===== src/rtl/s1269_host_seq_if.sv =====
// Bundles the s1269 host request/response handshakes and the datapath command bus.
// The master modport is the sequencer view; the slave modport is the host plus datapath side.
interface s1269_host_seq_if;
  logic       req_valid;
  logic       req_ready;
  logic [2:0] req_ins;
  logic [7:0] req_dr;
  logic [7:0] req_mq;
  logic [7:0] req_acc;
  logic       rsp_valid;
  logic       rsp_ready;
  logic [7:0] rsp_acc;
  logic [7:0] rsp_mq;
  logic       rsp_err;
  logic [2:0] INS;
  logic       LDDR;
  logic       LDMQ;
  logic       LDAcc;
  logic       STDR;
  logic       STMQ;
  logic       STAcc;
  logic [7:0] inBUS;
  logic       TESTMODE;
  logic [7:0] outBUS;
  logic       RDY;

  modport master (
    input  req_valid, req_ins, req_dr, req_mq, req_acc, rsp_ready, outBUS, RDY,
    output req_ready, rsp_valid, rsp_acc, rsp_mq, rsp_err,
    output INS, LDDR, LDMQ, LDAcc, STDR, STMQ, STAcc, inBUS, TESTMODE
  );

  modport slave (
    output req_valid, req_ins, req_dr, req_mq, req_acc, rsp_ready, outBUS, RDY,
    input  req_ready, rsp_valid, rsp_acc, rsp_mq, rsp_err,
    input  INS, LDDR, LDMQ, LDAcc, STDR, STMQ, STAcc, inBUS, TESTMODE
  );
endinterface


===== src/rtl/s1269_host_seq.sv =====
// Sequencer that loads DR/MQ/Acc, issues INS, waits for RDY and reads Acc/MQ back.
// Optional RDY watchdog is compiled in with S1269_HOST_WATCHDOG_EN.
module s1269_host_seq #(
  parameter int unsigned WAIT_MAX = 64,
  parameter int unsigned SETTLE   = 1
) (
  input logic               clock,
  input logic               reset_n,
  s1269_host_seq_if.master  bus
);

  if (SETTLE < 1 || SETTLE > 7) begin : g_bad_settle
    $error("SETTLE out of range");
  end
  if (WAIT_MAX < 2 || WAIT_MAX > 255) begin : g_bad_wait_max
    $error("WAIT_MAX out of range");
  end

  typedef enum logic [3:0] {
    StIdle, StLdDr, StLdMq, StLdAcc, StExec, StWait, StStAcc, StStMq, StResp
  } state_e;

  localparam logic [2:0] SettleLast = 3'(SETTLE - 1);

  state_e     state_q, state_d;
  logic [2:0] settle_q, settle_d;
  logic [2:0] ins_q, ins_d;
  logic [7:0] dr_q, dr_d, mq_q, mq_d, acc_q, acc_d;
  logic       req_ready_q, req_ready_d;
  logic       rsp_valid_q, rsp_valid_d;
  logic [7:0] rsp_acc_q, rsp_acc_d, rsp_mq_q, rsp_mq_d;
  logic [2:0] ins_out_q, ins_out_d;
  logic       ld_dr_q, ld_dr_d, ld_mq_q, ld_mq_d, ld_acc_q, ld_acc_d;
  logic       st_mq_q, st_mq_d, st_acc_q, st_acc_d;
  logic [7:0] in_bus_q, in_bus_d;
`ifdef S1269_HOST_WATCHDOG_EN
  localparam logic [7:0] WaitLast = 8'(WAIT_MAX - 1);
  logic [7:0] wait_q, wait_d;
  logic       rsp_err_q, rsp_err_d;
`endif

  always_comb begin
    state_d   = state_q;
    settle_d  = settle_q;
    ins_d     = ins_q;
    dr_d      = dr_q;
    mq_d      = mq_q;
    acc_d     = acc_q;
    rsp_acc_d = rsp_acc_q;
    rsp_mq_d  = rsp_mq_q;
`ifdef S1269_HOST_WATCHDOG_EN
    wait_d    = wait_q;
    rsp_err_d = rsp_err_q;
`endif
    case (state_q)
      StIdle: begin
        if (bus.req_valid && req_ready_q) begin
          state_d = StLdDr;
          ins_d   = bus.req_ins;
          dr_d    = bus.req_dr;
          mq_d    = bus.req_mq;
          acc_d   = bus.req_acc;
`ifdef S1269_HOST_WATCHDOG_EN
          rsp_err_d = 1'b0;
`endif
        end
      end
      StLdDr:  state_d = StLdMq;
      StLdMq:  state_d = StLdAcc;
      StLdAcc: begin
        state_d  = StExec;
        settle_d = 3'd0;
      end
      StExec: begin
        // RDY is deliberately not looked at until WAIT
        if (settle_q == SettleLast) begin
          state_d = StWait;
`ifdef S1269_HOST_WATCHDOG_EN
          wait_d  = 8'd0;
`endif
        end else begin
          settle_d = settle_q + 3'd1;
        end
      end
      StWait: begin
        if (bus.RDY) begin
          state_d = StStAcc;
        end
`ifdef S1269_HOST_WATCHDOG_EN
        else if (wait_q == WaitLast) begin
          state_d   = StResp;
          rsp_acc_d = 8'hFF;
          rsp_mq_d  = 8'hFF;
          rsp_err_d = 1'b1;
        end else begin
          wait_d = wait_q + 8'd1;
        end
`endif
      end
      StStAcc: begin
        rsp_acc_d = bus.outBUS;
        state_d   = StStMq;
      end
      StStMq: begin
        rsp_mq_d = bus.outBUS;
        state_d  = StResp;
      end
      StResp: begin
        if (bus.rsp_ready) state_d = StIdle;
      end
      default: state_d = StIdle;
    endcase

    // Outputs are decoded from the next state so every port comes straight from a flop
    req_ready_d = (state_d == StIdle);
    rsp_valid_d = (state_d == StResp);
    ld_dr_d     = (state_d == StLdDr);
    ld_mq_d     = (state_d == StLdMq);
    ld_acc_d    = (state_d == StLdAcc);
    st_acc_d    = (state_d == StStAcc);
    st_mq_d     = (state_d == StStMq);
    ins_out_d   = (state_d inside {StExec, StWait, StStAcc, StStMq, StResp}) ? ins_d : 3'd0;
    case (state_d)
      StLdDr:  in_bus_d = dr_d;
      StLdMq:  in_bus_d = mq_d;
      StLdAcc: in_bus_d = acc_d;
      default: in_bus_d = 8'h00;
    endcase
  end

  always_ff @(posedge clock or negedge reset_n) begin
    if (!reset_n) begin
      state_q     <= StIdle;
      settle_q    <= 3'd0;
      ins_q       <= 3'd0;
      dr_q        <= 8'h00;
      mq_q        <= 8'h00;
      acc_q       <= 8'h00;
      req_ready_q <= 1'b1;
      rsp_valid_q <= 1'b0;
      rsp_acc_q   <= 8'h00;
      rsp_mq_q    <= 8'h00;
      ins_out_q   <= 3'd0;
      ld_dr_q     <= 1'b0;
      ld_mq_q     <= 1'b0;
      ld_acc_q    <= 1'b0;
      st_mq_q     <= 1'b0;
      st_acc_q    <= 1'b0;
      in_bus_q    <= 8'h00;
    end else begin
      state_q     <= state_d;
      settle_q    <= settle_d;
      ins_q       <= ins_d;
      dr_q        <= dr_d;
      mq_q        <= mq_d;
      acc_q       <= acc_d;
      req_ready_q <= req_ready_d;
      rsp_valid_q <= rsp_valid_d;
      rsp_acc_q   <= rsp_acc_d;
      rsp_mq_q    <= rsp_mq_d;
      ins_out_q   <= ins_out_d;
      ld_dr_q     <= ld_dr_d;
      ld_mq_q     <= ld_mq_d;
      ld_acc_q    <= ld_acc_d;
      st_mq_q     <= st_mq_d;
      st_acc_q    <= st_acc_d;
      in_bus_q    <= in_bus_d;
    end
  end

`ifdef S1269_HOST_WATCHDOG_EN
  always_ff @(posedge clock or negedge reset_n) begin
    if (!reset_n) begin
      wait_q    <= 8'd0;
      rsp_err_q <= 1'b0;
    end else begin
      wait_q    <= wait_d;
      rsp_err_q <= rsp_err_d;
    end
  end
  assign bus.rsp_err = rsp_err_q;
`else
  assign bus.rsp_err = 1'b0;
`endif

  assign bus.req_ready = req_ready_q;
  assign bus.rsp_valid = rsp_valid_q;
  assign bus.rsp_acc   = rsp_acc_q;
  assign bus.rsp_mq    = rsp_mq_q;
  assign bus.INS       = ins_out_q;
  assign bus.LDDR      = ld_dr_q;
  assign bus.LDMQ      = ld_mq_q;
  assign bus.LDAcc     = ld_acc_q;
  assign bus.STDR      = 1'b0;
  assign bus.STMQ      = st_mq_q;
  assign bus.STAcc     = st_acc_q;
  assign bus.inBUS     = in_bus_q;
  assign bus.TESTMODE  = 1'b0;

endmodule


===== src/flat_wrapper.sv =====
// flat-port wrapper written by rule: the top's interface ports become plain ports
module s1269_host_seq_flat 
#(
  parameter int unsigned WAIT_MAX = 64,
  parameter int unsigned SETTLE   = 1
)
  (clock, reset_n, bus_req_valid, bus_req_ins, bus_req_dr, bus_req_mq, bus_req_acc, bus_rsp_ready, bus_outBUS, bus_RDY, bus_req_ready, bus_rsp_valid, bus_rsp_acc, bus_rsp_mq, bus_rsp_err, bus_INS, bus_LDDR, bus_LDMQ, bus_LDAcc, bus_STDR, bus_STMQ, bus_STAcc, bus_inBUS, bus_TESTMODE);
  s1269_host_seq_if bus_i ();
  input logic clock;
  input logic reset_n;
  input wire logic [$bits(bus_i.req_valid)-1:0] bus_req_valid;
  input wire logic [$bits(bus_i.req_ins)-1:0] bus_req_ins;
  input wire logic [$bits(bus_i.req_dr)-1:0] bus_req_dr;
  input wire logic [$bits(bus_i.req_mq)-1:0] bus_req_mq;
  input wire logic [$bits(bus_i.req_acc)-1:0] bus_req_acc;
  input wire logic [$bits(bus_i.rsp_ready)-1:0] bus_rsp_ready;
  input wire logic [$bits(bus_i.outBUS)-1:0] bus_outBUS;
  input wire logic [$bits(bus_i.RDY)-1:0] bus_RDY;
  output wire logic [$bits(bus_i.req_ready)-1:0] bus_req_ready;
  output wire logic [$bits(bus_i.rsp_valid)-1:0] bus_rsp_valid;
  output wire logic [$bits(bus_i.rsp_acc)-1:0] bus_rsp_acc;
  output wire logic [$bits(bus_i.rsp_mq)-1:0] bus_rsp_mq;
  output wire logic [$bits(bus_i.rsp_err)-1:0] bus_rsp_err;
  output wire logic [$bits(bus_i.INS)-1:0] bus_INS;
  output wire logic [$bits(bus_i.LDDR)-1:0] bus_LDDR;
  output wire logic [$bits(bus_i.LDMQ)-1:0] bus_LDMQ;
  output wire logic [$bits(bus_i.LDAcc)-1:0] bus_LDAcc;
  output wire logic [$bits(bus_i.STDR)-1:0] bus_STDR;
  output wire logic [$bits(bus_i.STMQ)-1:0] bus_STMQ;
  output wire logic [$bits(bus_i.STAcc)-1:0] bus_STAcc;
  output wire logic [$bits(bus_i.inBUS)-1:0] bus_inBUS;
  output wire logic [$bits(bus_i.TESTMODE)-1:0] bus_TESTMODE;
  assign bus_i.req_valid = bus_req_valid;
  assign bus_i.req_ins = bus_req_ins;
  assign bus_i.req_dr = bus_req_dr;
  assign bus_i.req_mq = bus_req_mq;
  assign bus_i.req_acc = bus_req_acc;
  assign bus_i.rsp_ready = bus_rsp_ready;
  assign bus_i.outBUS = bus_outBUS;
  assign bus_i.RDY = bus_RDY;
  assign bus_req_ready = bus_i.req_ready;
  assign bus_rsp_valid = bus_i.rsp_valid;
  assign bus_rsp_acc = bus_i.rsp_acc;
  assign bus_rsp_mq = bus_i.rsp_mq;
  assign bus_rsp_err = bus_i.rsp_err;
  assign bus_INS = bus_i.INS;
  assign bus_LDDR = bus_i.LDDR;
  assign bus_LDMQ = bus_i.LDMQ;
  assign bus_LDAcc = bus_i.LDAcc;
  assign bus_STDR = bus_i.STDR;
  assign bus_STMQ = bus_i.STMQ;
  assign bus_STAcc = bus_i.STAcc;
  assign bus_inBUS = bus_i.inBUS;
  assign bus_TESTMODE = bus_i.TESTMODE;
  s1269_host_seq #(.WAIT_MAX(WAIT_MAX), .SETTLE(SETTLE)) u_core (.clock(clock), .reset_n(reset_n), .bus(bus_i));
endmodule

===== config.mk =====
export PLATFORM = sky130hd
export DESIGN_NAME = s1269_host_seq_flat
export DESIGN_NICKNAME = d
export VERILOG_FILES = /design/src/rtl/s1269_host_seq_if.sv /design/src/rtl/s1269_host_seq.sv /design/src/flat_wrapper.sv
export SDC_FILE = /design/constraint.sdc
export NUM_CORES = 1
export LEC_CHECK = 0
export CAP_MARGIN = 20
export CORE_ASPECT_RATIO = 0.5
export CORE_MARGIN = 8
export CORE_UTILIZATION = 35
export CTS_CLUSTER_DIAMETER = 60
export DETAILED_ROUTE_END_ITERATION = 7
export PLACE_DENSITY = 0.65
export SETUP_SLACK_MARGIN = 0.3
export SLEW_MARGIN = 20
export SYNTH_ARGS = -nofsm -noshare
export SYNTH_HDL_FRONTEND = slang
export SYNTH_SLANG_ARGS = --single-unit

===== constraint.sdc =====
create_clock -name clock -period 1.57 [get_ports clock]
set_input_delay 0.157 -clock clock [delete_from_list [all_inputs] [get_ports clock]]
set_output_delay 0.157 -clock clock [all_outputs]
set_load 0.02 [all_outputs]

## After elaboration in Yosys (flattened, before gate mapping)

Index checks and enable logic that the tools add are counted.

| word-level totals | value |
|---|---|
| memory bits (read-only) | 0 |
| register bits after elaboration | 68 |
| logic and storage cells | 59 |
| bits in writable memories | 0 |
| memories | 0 |
| bits of input ports | 40 |
| bits in latches | 0 |
| output and inout bits | 37 |

| cells by class | value |
|---|---|
| eq/ne operators | 17 |
| shift operators | 0 |
| reduce and logical (&&, ||, !) cells | 7 |
| multiplexer cells | 17 |
| $add $sub $neg | 1 |
| div/mod/pow operators | 0 |
| $lt $le $gt $ge | 0 |
| bitwise operators | 0 |
| multiply operators | 0 |

Operators by type and width:

| kind | count |
|---|---|
| 8-bit 2-to-1 mux | 6 |
| 4-bit case mux with 9 select lines | 1 |
| 4-bit by 3-bit equality test with 1-bit output, second input constant | 8 |
| 8-bit case mux with 3 select lines | 1 |
| 4-bit by 2-bit equality test with 1-bit output, second input constant | 4 |
| 4-bit 2-to-1 mux | 4 |
| 3-bit 2-to-1 mux | 4 |
| 4-bit by 1-bit equality test with 1-bit output, second input constant | 2 |
| 4-bit equality test, second input constant | 2 |
| 4-bit logical NOT | 2 |
| 3-bit case mux with 2 select lines | 1 |
| 5-bit nonzero test | 1 |
| 3-bit by 1-bit adder with 3-bit output, second input constant | 1 |
| 3-bit logical NOT | 1 |
| 2-bit != test, second input constant | 1 |
| 2-bit AND reduction | 1 |
| 2-bit nonzero test | 1 |
| 1-bit logical AND | 1 |

## Depth between registers and ports, before layout

Gate-level depths: netlist of the first run.

| depth | value |
|---|---|
| depth in word-level cells | 6 |
| depth in mapped cells | 7 |
| mapped depth without buffers | 6 |

## Worst setup path before layout of the first run

OpenSTA, ideal clock, no wires.

| timing | value |
|---|---|
| path type | flip-flop to flip-flop |
| start | register u_core.state_q[1] |
| end | register u_core.in_bus_q[0], in the netlist u_core.bus.inBUS[0] |
| data required time | 1452 ps |
| arrival | 1592 ps |
| path buffers | 2 |
| stages on the path, launching flop included | 7 |
| clock period less this slack | 1710 ps |
| path slack | -140 ps |
| library setup time | 118 ps |
| cells stage by stage | dfrtp_1 > buf_4 > nor4_1 > and3_4 > buf_6 > mux2_2 > a21o_1 |

| on the way | value |
|---|---|
| elaborated cells between the ends (all ways) | 21 |
| those cells by class | eq/ne (11); mux (9); reduce/logical (1) |

RTL lines:

| what | RTL line | text |
|---|---|---|
| start, declared | s1269_host_seq.sv:25 | `state_e state_q, state_d;` |
| start signal, assigned | s1269_host_seq.sv:133 | `state_q <= StIdle;` |
| start signal, assigned | s1269_host_seq.sv:151 | `state_q <= state_d;` |
| 4-bit logical NOT | s1269_host_seq.sv:55 | `case (state_q)` |
| 8-bit 2-to-1 mux | s1269_host_seq.sv:55 |  |
| net u_core.mq_d[0] | s1269_host_seq.sv:28 | `logic [7:0] dr_q, dr_d, mq_q, mq_d, acc_q, acc_d;` |
| 8-bit case mux with 3 select lines | s1269_host_seq.sv:123 | `case (state_d)` |
| net u_core.in_bus_d[0] | s1269_host_seq.sv:35 | `logic [7:0] in_bus_q, in_bus_d;` |
| end signal, assigned | s1269_host_seq.sv:167 | `in_bus_q <= in_bus_d;` |
| end, declared | s1269_host_seq.sv:35 |  |

The timed path passes the listed nets, and every way through them passes these cells.
A chain may end at the register's enable or synchronous reset.

## Worst setup path after layout of the first run

| timing | value |
|---|---|
| start | register u_core.state_q[1] |
| end | register u_core.settle_q[2] |

| on the way | value |
|---|---|
| longest elaborated chain between the ends | 3 |
| elaborated cells between the ends (all ways) | 6 |
| those cells by class | eq/ne (3); mux (1); reduce/logical (2) |

RTL lines:

| what | RTL line | text |
|---|---|---|
| 4-bit by 3-bit equality test with 1-bit output / 4-bit by 2-bit equality test with 1-bit output (equally long branches) | s1269_host_seq.sv:55 |  |
| 2-bit != test (no line) / 2-bit nonzero test (equally long branches) | -- |  |
| 2-bit AND reduction (no line) | -- |  |
| end signal, assigned | s1269_host_seq.sv:152 | `settle_q <= settle_d;` |
| end, declared | s1269_host_seq.sv:26 | `logic [2:0] settle_q, settle_d;` |

Several ways; a longest one is shown, not always the timed one.

==> results of run 1 <==
flip-flops by register name (all words and copies together), names as in the netlist:
signal / cells
u_core.acc_q: 8
u_core.bus.INS: 3
u_core.bus.LDAcc: 1
u_core.bus.LDDR: 1
u_core.bus.LDMQ: 1
u_core.bus.STAcc: 1
u_core.bus.STMQ: 1
u_core.bus.inBUS: 8
u_core.bus.req_ready: 1
u_core.bus.rsp_acc: 8
u_core.bus.rsp_mq: 8
u_core.bus.rsp_valid: 1
u_core.ins_q: 3
u_core.mq_q: 8
u_core.settle_q: 3
u_core.state_q: 4
worst paths after layout:
kind	from	end	depth (start not counted)
worst min register to register	u_core.mq_q[6]	u_core.mq_q[6]	1
worst max-delay path	u_core.state_q[1]	u_core.settle_q[2]	6
min in group clock	bus_req_acc[7]	u_core.acc_q[7]	2
max in group asynchronous	reset_n	u_core.bus.req_ready	3
worst max register to register	u_core.state_q[1]	u_core.settle_q[2]	6
worst min-delay path	reset_n	u_core.bus.INS[0]	3
tightest hold or removal path: cells and delay by family:
kind                   cells  cell delay [ns]
buffers and inverters      3             0.93
area by class of cell:
type	count	share of cell area, %
clock buffers	12	6.12
inverters	5	0.447
flip-flops and latches	60	35.9
repair buffers	116	27.9
clock inverters	4	1.13
multi-input cells	94	25.8
well taps	92	2.74
cells by family (layout without fill, tap and decap cells):
kind of cell,Yosys count,after routing,share of synthesized area [%]
buf+inv,16,137,4.44
compound gates,28,28,9.24
other cells,1,3,0.153
mux,35,35,16.1
simple gates,26,26,7.76
fa+ha+maj,2,2,1.02
flops,60,60,61.3
cells in the final DEF, fill, tap and decap left out, types with 2 or more instances in the layout:
cell	instances
nor4_2	2
clkbuf_8	2
a21o_1	8
dlygate4sd2_1	33
mux2_2	8
nor2b_1	2
o31a_1	2
clkinv_2	2
inv_2	2
buf_12	6
dfrtp_1	58
buf_2	2
buf_6	17
inv_1	3
nor3_1	2
a22o_1	8
buf_4	17
clkbuf_16	10
clkdlybuf4s50_1	38
conb_1	3
nor2b_4	2
mux2_4	27
nand2b_4	3
where the power goes:
part           total, W  switching [W]  leakage [nW]  internal [W]
Sequential      0.00251       0.000282         0.754       0.00223
Combinational   0.00365        0.00162          1.13       0.00202
Clock           0.00197       0.000663         0.149       0.00131
metal layers:
layer	part of all wire, %	vias up	global-route usage, %
li1	-	836	-
met1	43	886	14.3
met2	49	46	21.3
met3	6.1	8	5.33
met4	1.4	0	4.93
met5	0	-	0
through the flow:
stage	hold WS, ns	setup WS (ns)	utilization [%]	power [W]	cells
global placement	0.181	-0.0587	53.1	0.00580	349
floorplan	-0.139	-0.0922	-	0.00441	170
detailed placement	0.196	-0.101	53.1	0.00587	349
global route	0.420	-0.175	62.4	0.00859	383
CTS	0.378	-0.105	60.6	0.00798	377
finish	0.371	-0.138	62.4	0.00813	383
repair_timing:
| item | in CTS | in global routing |
|---|---|---|
| resized for setup | 64 | 26 |
| cloned | 1 | 0 |
| buffers inserted | 10 | 6 |
| endpoints found under the setup margin | 90 | 58 |
| hold endpoints to repair | 59 | 0 |
| hold buffers | 1 | 0 |
| pin swaps | 8 | 8 |
==> key figures, run 1 <==
Outcome
  • Status: complete, but fails checks
  • Violated checks: setup timing

Layout
  • Nets: about 330
  • Register Area: between 1500 and 2000 µm²
  • Layout cells sized above 1: 41.6%
  • Area of the multi-input gates: 1080 µm²
  • Area grow syn2layout: 71.1%
  • Diode count: 0
  • Fill cells: 539
  • Final Cell Area: 4190 µm²

Timing
  • Fin crit period: 1.71 ns
  • Max Slew Vio Count: 0
  • RSZ-0062 raised after global routing: yes
  • Final setup margin: -0.138 ns
  • Final Cycle Share: 109%
  • Endpoints failing setup: 22
  • Max Freq: 0.585 GHz
  • TNS Setup: -1.20 ns
  • Layout Skew: between 0.005 and 0.006 ns
  • Final Hold Fails: 0

Drt
  • Vias: 1776
  • DR DRC count: 0
  • Drt wl/cell: between 15 and 20 µm
  • Via density: about 4.6
  • Total wire length: 6.27 mm
  • Routed Antenna Nets: 0
  • Number of DRC markers in iteration 0: 68
  • Drt pass-1 iters: 4

CTS
  • Max clock buf depth: 2
  • TritonCTS clock tree: built
  • Cts bufs inserted: 9
  • CTS sink cnt: 60
  • Clock transition at path regs: 0.05 ns
  • H-tree Lvls: 3
  • Root buffer cell: clkbuf_16
  • Worst-Skew Late Latency: 0.33 ns

Global routing
  • GRT overflow: 0
  • Gr usage total: between 10% and 20%
  • First-pass GRT wire length: 9.77 mm
  • Vias in the first global route: 1966
  • Pin count of the biggest net entering global routing: 61
  • Initial antenna violation count: 0

Place
  • Placed instance area: 3570 µm²
  • Routability Congestion: 0.736
  • Count of buffers from port buffering: between 70 and 80
  • Dpl hpwl: 4.28 mm

Die
  • Die area: 10100 µm²
  • Chip height: 75.2 µm
  • Die X: between 100 and 150 µm
  • I/O pin count: between 70 and 80
  • Initial core utilization: between 30 and 40%
  • Row count: 21
  • Core box area: 6730 µm²

Synthesis
  • Netlist Area Pre-Place: around 2500 µm²
  • Asr flop ratio synth: 100%
  • Synth cell count leaders: dfrtp_1, mux2_2, buf_4
  • Cell taking the most area after synthesis: dfrtp_1
  • Count leader, synth: dfrtp_1
  • Synth top area cells: dfrtp_1, mux2_2, a22o_1
  • Synth warn: 0
  • EDFF count, synth: 0
  • Sequential area share after synthesis: 61.3%
  • Post-Syn Area per Cell: 14.6 µm²
  • Mapped Cells: 168
  • Synth Register Bits: 60
  • Top_reg_cell synth: dfrtp_1
  • Synth top area share: 60.2%
  • Synth unique cells: 40

Pwr
  • Worst vdd ir: 0.705 mV
  • Static leakage: about 2.0 nW
  • PwrDens: 1940 nW/µm²

Critical path
  • Signal arrival time at the worst endpoint: ~1.9 ns
  • Worst path bufs/invs: 3
  • Cell repeated most along the worst path: buf_6
  • Family with the most delay on the worst path: compound AO/OA/AOI/OAI gates
  • Startpoint types: flip-flop
  • Slowest cell on crit path: dfrtp_2
  • Crit-path max FO: 5
  • Cells along the critical path: buf_6 > buf_6 > buf_6 > a2111oi_4 > a21oi_1 > nor3b_1
  • Crit. End Element: flip-flop
  • Req. time, crit path: 1.80 ns
  • CP peak stage delay: 0.44 ns
  • Flop2flop setup slack: -0.14 ns
  • Setup CP Type: flip-flop to flip-flop

Worst hold path
  • Worst Hold Class: input pin to asynchronous set/reset pin

Flow run
  • Maxcap violations: 0
Power figures use the tool's default switching activity.
==> run 2: changes to the inputs <==
--- a/config.mk
+++ b/config.mk
@@ -12,7 +12,7 @@
 export CTS_CLUSTER_DIAMETER = 60
 export DETAILED_ROUTE_END_ITERATION = 7
 export PLACE_DENSITY = 0.65
-export SETUP_SLACK_MARGIN = 0.3
+export SETUP_SLACK_MARGIN = 0.2
 export SLEW_MARGIN = 20
 export SYNTH_ARGS = -nofsm -noshare
 export SYNTH_HDL_FRONTEND = slang
==> key figures, run 2 (same netlist as run 1, synthesis figures left out) <==
Outcome
  • Status: complete, but fails checks
  • Violated checks: setup timing

Layout
  • Area grow syn2layout: 67.3%
  • Most common cell after layout, fill and taps aside: dfrtp_1
  • Layout cells sized above 1: 38.5% (-3.1 points)
  • Diode count: 0 (unchanged)
  • Fill cells: 539 (unchanged)
  • Area of the multi-input gates: 1090 µm² (+0.92%)
  • Commonest non-fill, non-tap cells in the layout: dfrtp_1, clkdlybuf4s50_1, mux2_4
  • Nets: 321 (-2.1%)
  • Register Area: 1500 µm² (unchanged)

Die
  • I/O pin count: 77 (unchanged)
  • Initial core utilization: 36.4% (unchanged)
  • Die area: 10100 µm² (unchanged)
  • Chip height: 75.2 µm (unchanged)
  • Die X: 134 µm (unchanged)
  • Core box area: 6730 µm² (unchanged)
  • Row count: 21 (unchanged)

CTS
  • Worst-Skew Late Latency: 0.32 ns (about the same)
  • TritonCTS clock tree: built
  • Clock transition at path regs: 0.05 ns (about the same)
  • Cts bufs inserted: 9 (unchanged)
  • H-tree Lvls: 3 (unchanged)
  • Max clock buf depth: 2 (unchanged)
  • CTS sink cnt: 60 (unchanged)
  • Root buffer cell: clkbuf_16

Drt
  • Vias: 1719 (-3.2%)
  • Routed Antenna Nets: 0 (unchanged)
  • Total wire length: 6.30 mm (+0.38%)
  • Via density: 4.58 (-1.1%)
  • DR DRC count: 0 (unchanged)
  • Drt pass-1 iters: 4 (unchanged)
  • Drt wl/cell: 16.8 µm (+2.5%)
  • Number of DRC markers in iteration 0: 47 (-31%)

Global routing
  • Pin count of the biggest net entering global routing: 61 (unchanged)
  • Initial antenna violation count: 0 (unchanged)
  • GRT overflow: 0 (unchanged)
  • Gr usage total: 12.6% (-0.033 points)
  • First-pass GRT wire length: 9.79 mm (+0.21%)
  • Vias in the first global route: 1889 (-3.9%)

Pwr
  • Static leakage: 2.01 nW (-1.4%)
  • Worst vdd ir: 0.643 mV (-8.8%)
  • PwrDens: 1940 nW/µm² (about the same)

Timing
  • Max Slew Vio Count: 0 (unchanged)
  • Endpoints failing setup: 21 (-4.5%)
  • Final setup margin: -0.0911 ns (+0.0472 ns)
  • TNS Setup: -1.31 ns (-0.108 ns)
  • Final Cycle Share: 106% (-3.0 points)
  • RSZ-0062 raised after global routing: yes
  • Fin crit period: 1.66 ns (-0.0472 ns)
  • Max Freq: 0.602 GHz (+2.8%)
  • Layout Skew: 0.00574 ns (-0.000215 ns)
  • Final Hold Fails: 0 (unchanged)

Place
  • Dpl hpwl: 4.28 mm (about the same)
  • Dpl ws: -0.0962 ns (+0.00451 ns)
  • Count of buffers from port buffering: 73 (unchanged)
  • Routability Congestion: 0.719 (-2.3%)

Critical path
  • Crit-path max FO: 9 (+4)
  • Crit. End Element: flip-flop
  • Signal arrival time at the worst endpoint: 1.87 ns (-0.07 ns)
  • Req. time, crit path: 1.78 ns (-0.02 ns)
  • Setup CP Type: flip-flop to flip-flop
  • R2R cell count: 5 (-1)
  • Startpoint types: flip-flop

Worst hold path
  • Worst Hold Class: input pin to asynchronous set/reset pin

Flow run
  • Maxcap violations: 0 (unchanged)
==> run 2: cell types whose count changed in the layout (fill, tap and decap cells not counted), moves of 5 or more <==
| cell | before | now |
|---|---|---|
| mux2_2 | 8 | 0 |
| buf_6 | 17 | 6 |
| mux2_4 | 27 | 35 |
| buf_4 | 17 | 22 |
==> run 2: layout make-up <==
class | count | area share (%)
multi-input combinational | 94 | 26.7
clock inverter | 4 | 1.22
timing repair buffer | 109 | 26.2
sequential | 60 | 36.7
tap | 92 | 2.81
clock buffer | 11 | 5.92
inverter | 5 | 0.458
==> run 2: metrics by stage <==
step	hold slack, ns	cells	power, W	instance area (µm²)	util [%]
floorplan	-0.139	170	0.00441	2590	-
global placement	0.184	343	0.00570	3520	52.3
detailed placement	0.185	343	0.00579	3520	52.3
CTS	0.380	370	0.00794	4020	59.7
global route	0.395	375	0.00840	4100	61.0
finish	0.379	375	0.00795	4100	61.0
==> run 2: critical path, stage by stage (launching register included) <==
cell	delay, ns
dfrtp_1	0.38
nor4_2	0.28
and3_4	0.29
buf_12	0.14
mux2_4	0.30
a21o_1	0.16
==> run 2: repair_timing <==
action | 4_1_cts | 5_1_grt
hold endpoints to repair | 59 | 0
endpoints found under the setup margin | 88 | 53
setup buffers | 10 | 4
hold buffers | 1 | 0
resized for setup | 67 | 9
cloned | 1 | 1
pin swaps | 6 | 3
==> run 2: where the power goes <==
group	leakage, nW	internal (W)	total (W)	switching (W)
Combinational	1.11	0.00192	0.00352	0.00159
Clock	0.138	0.00126	0.00189	0.000636
Sequential	0.754	0.00223	0.00254	0.000307
==> run 2: final timing paths <==
check / startpoint / to / slack [ns]
setup / recovery: u_core.state_q[2] / u_core.bus.inBUS[6] / -0.09
hold / removal: reset_n / u_core.bus.INS[0] / 0.38
setup reg to reg: u_core.state_q[2] / u_core.bus.inBUS[6] / -0.09
hold reg to reg: u_core.ins_q[1] / u_core.ins_q[1] / 0.49
max in group asynchronous: reset_n / u_core.bus.req_ready / 0.90
min in group clock: bus_req_mq[4] / u_core.mq_q[4] / 0.45
==> run 2: routing by layer <==
layer / GRT usage (%) / up-vias / part of all wire, % / wire length (µm)
met3: 5.06 / 7 / 5.4 / 343
met4: 4.44 / 0 / 1.0 / 65
met5: 0 / - / 0 / 0
li1: - / 819 / - / -
met2: 21.4 / 44 / 50 / 3150
met1: 14.5 / 849 / 43 / 2740
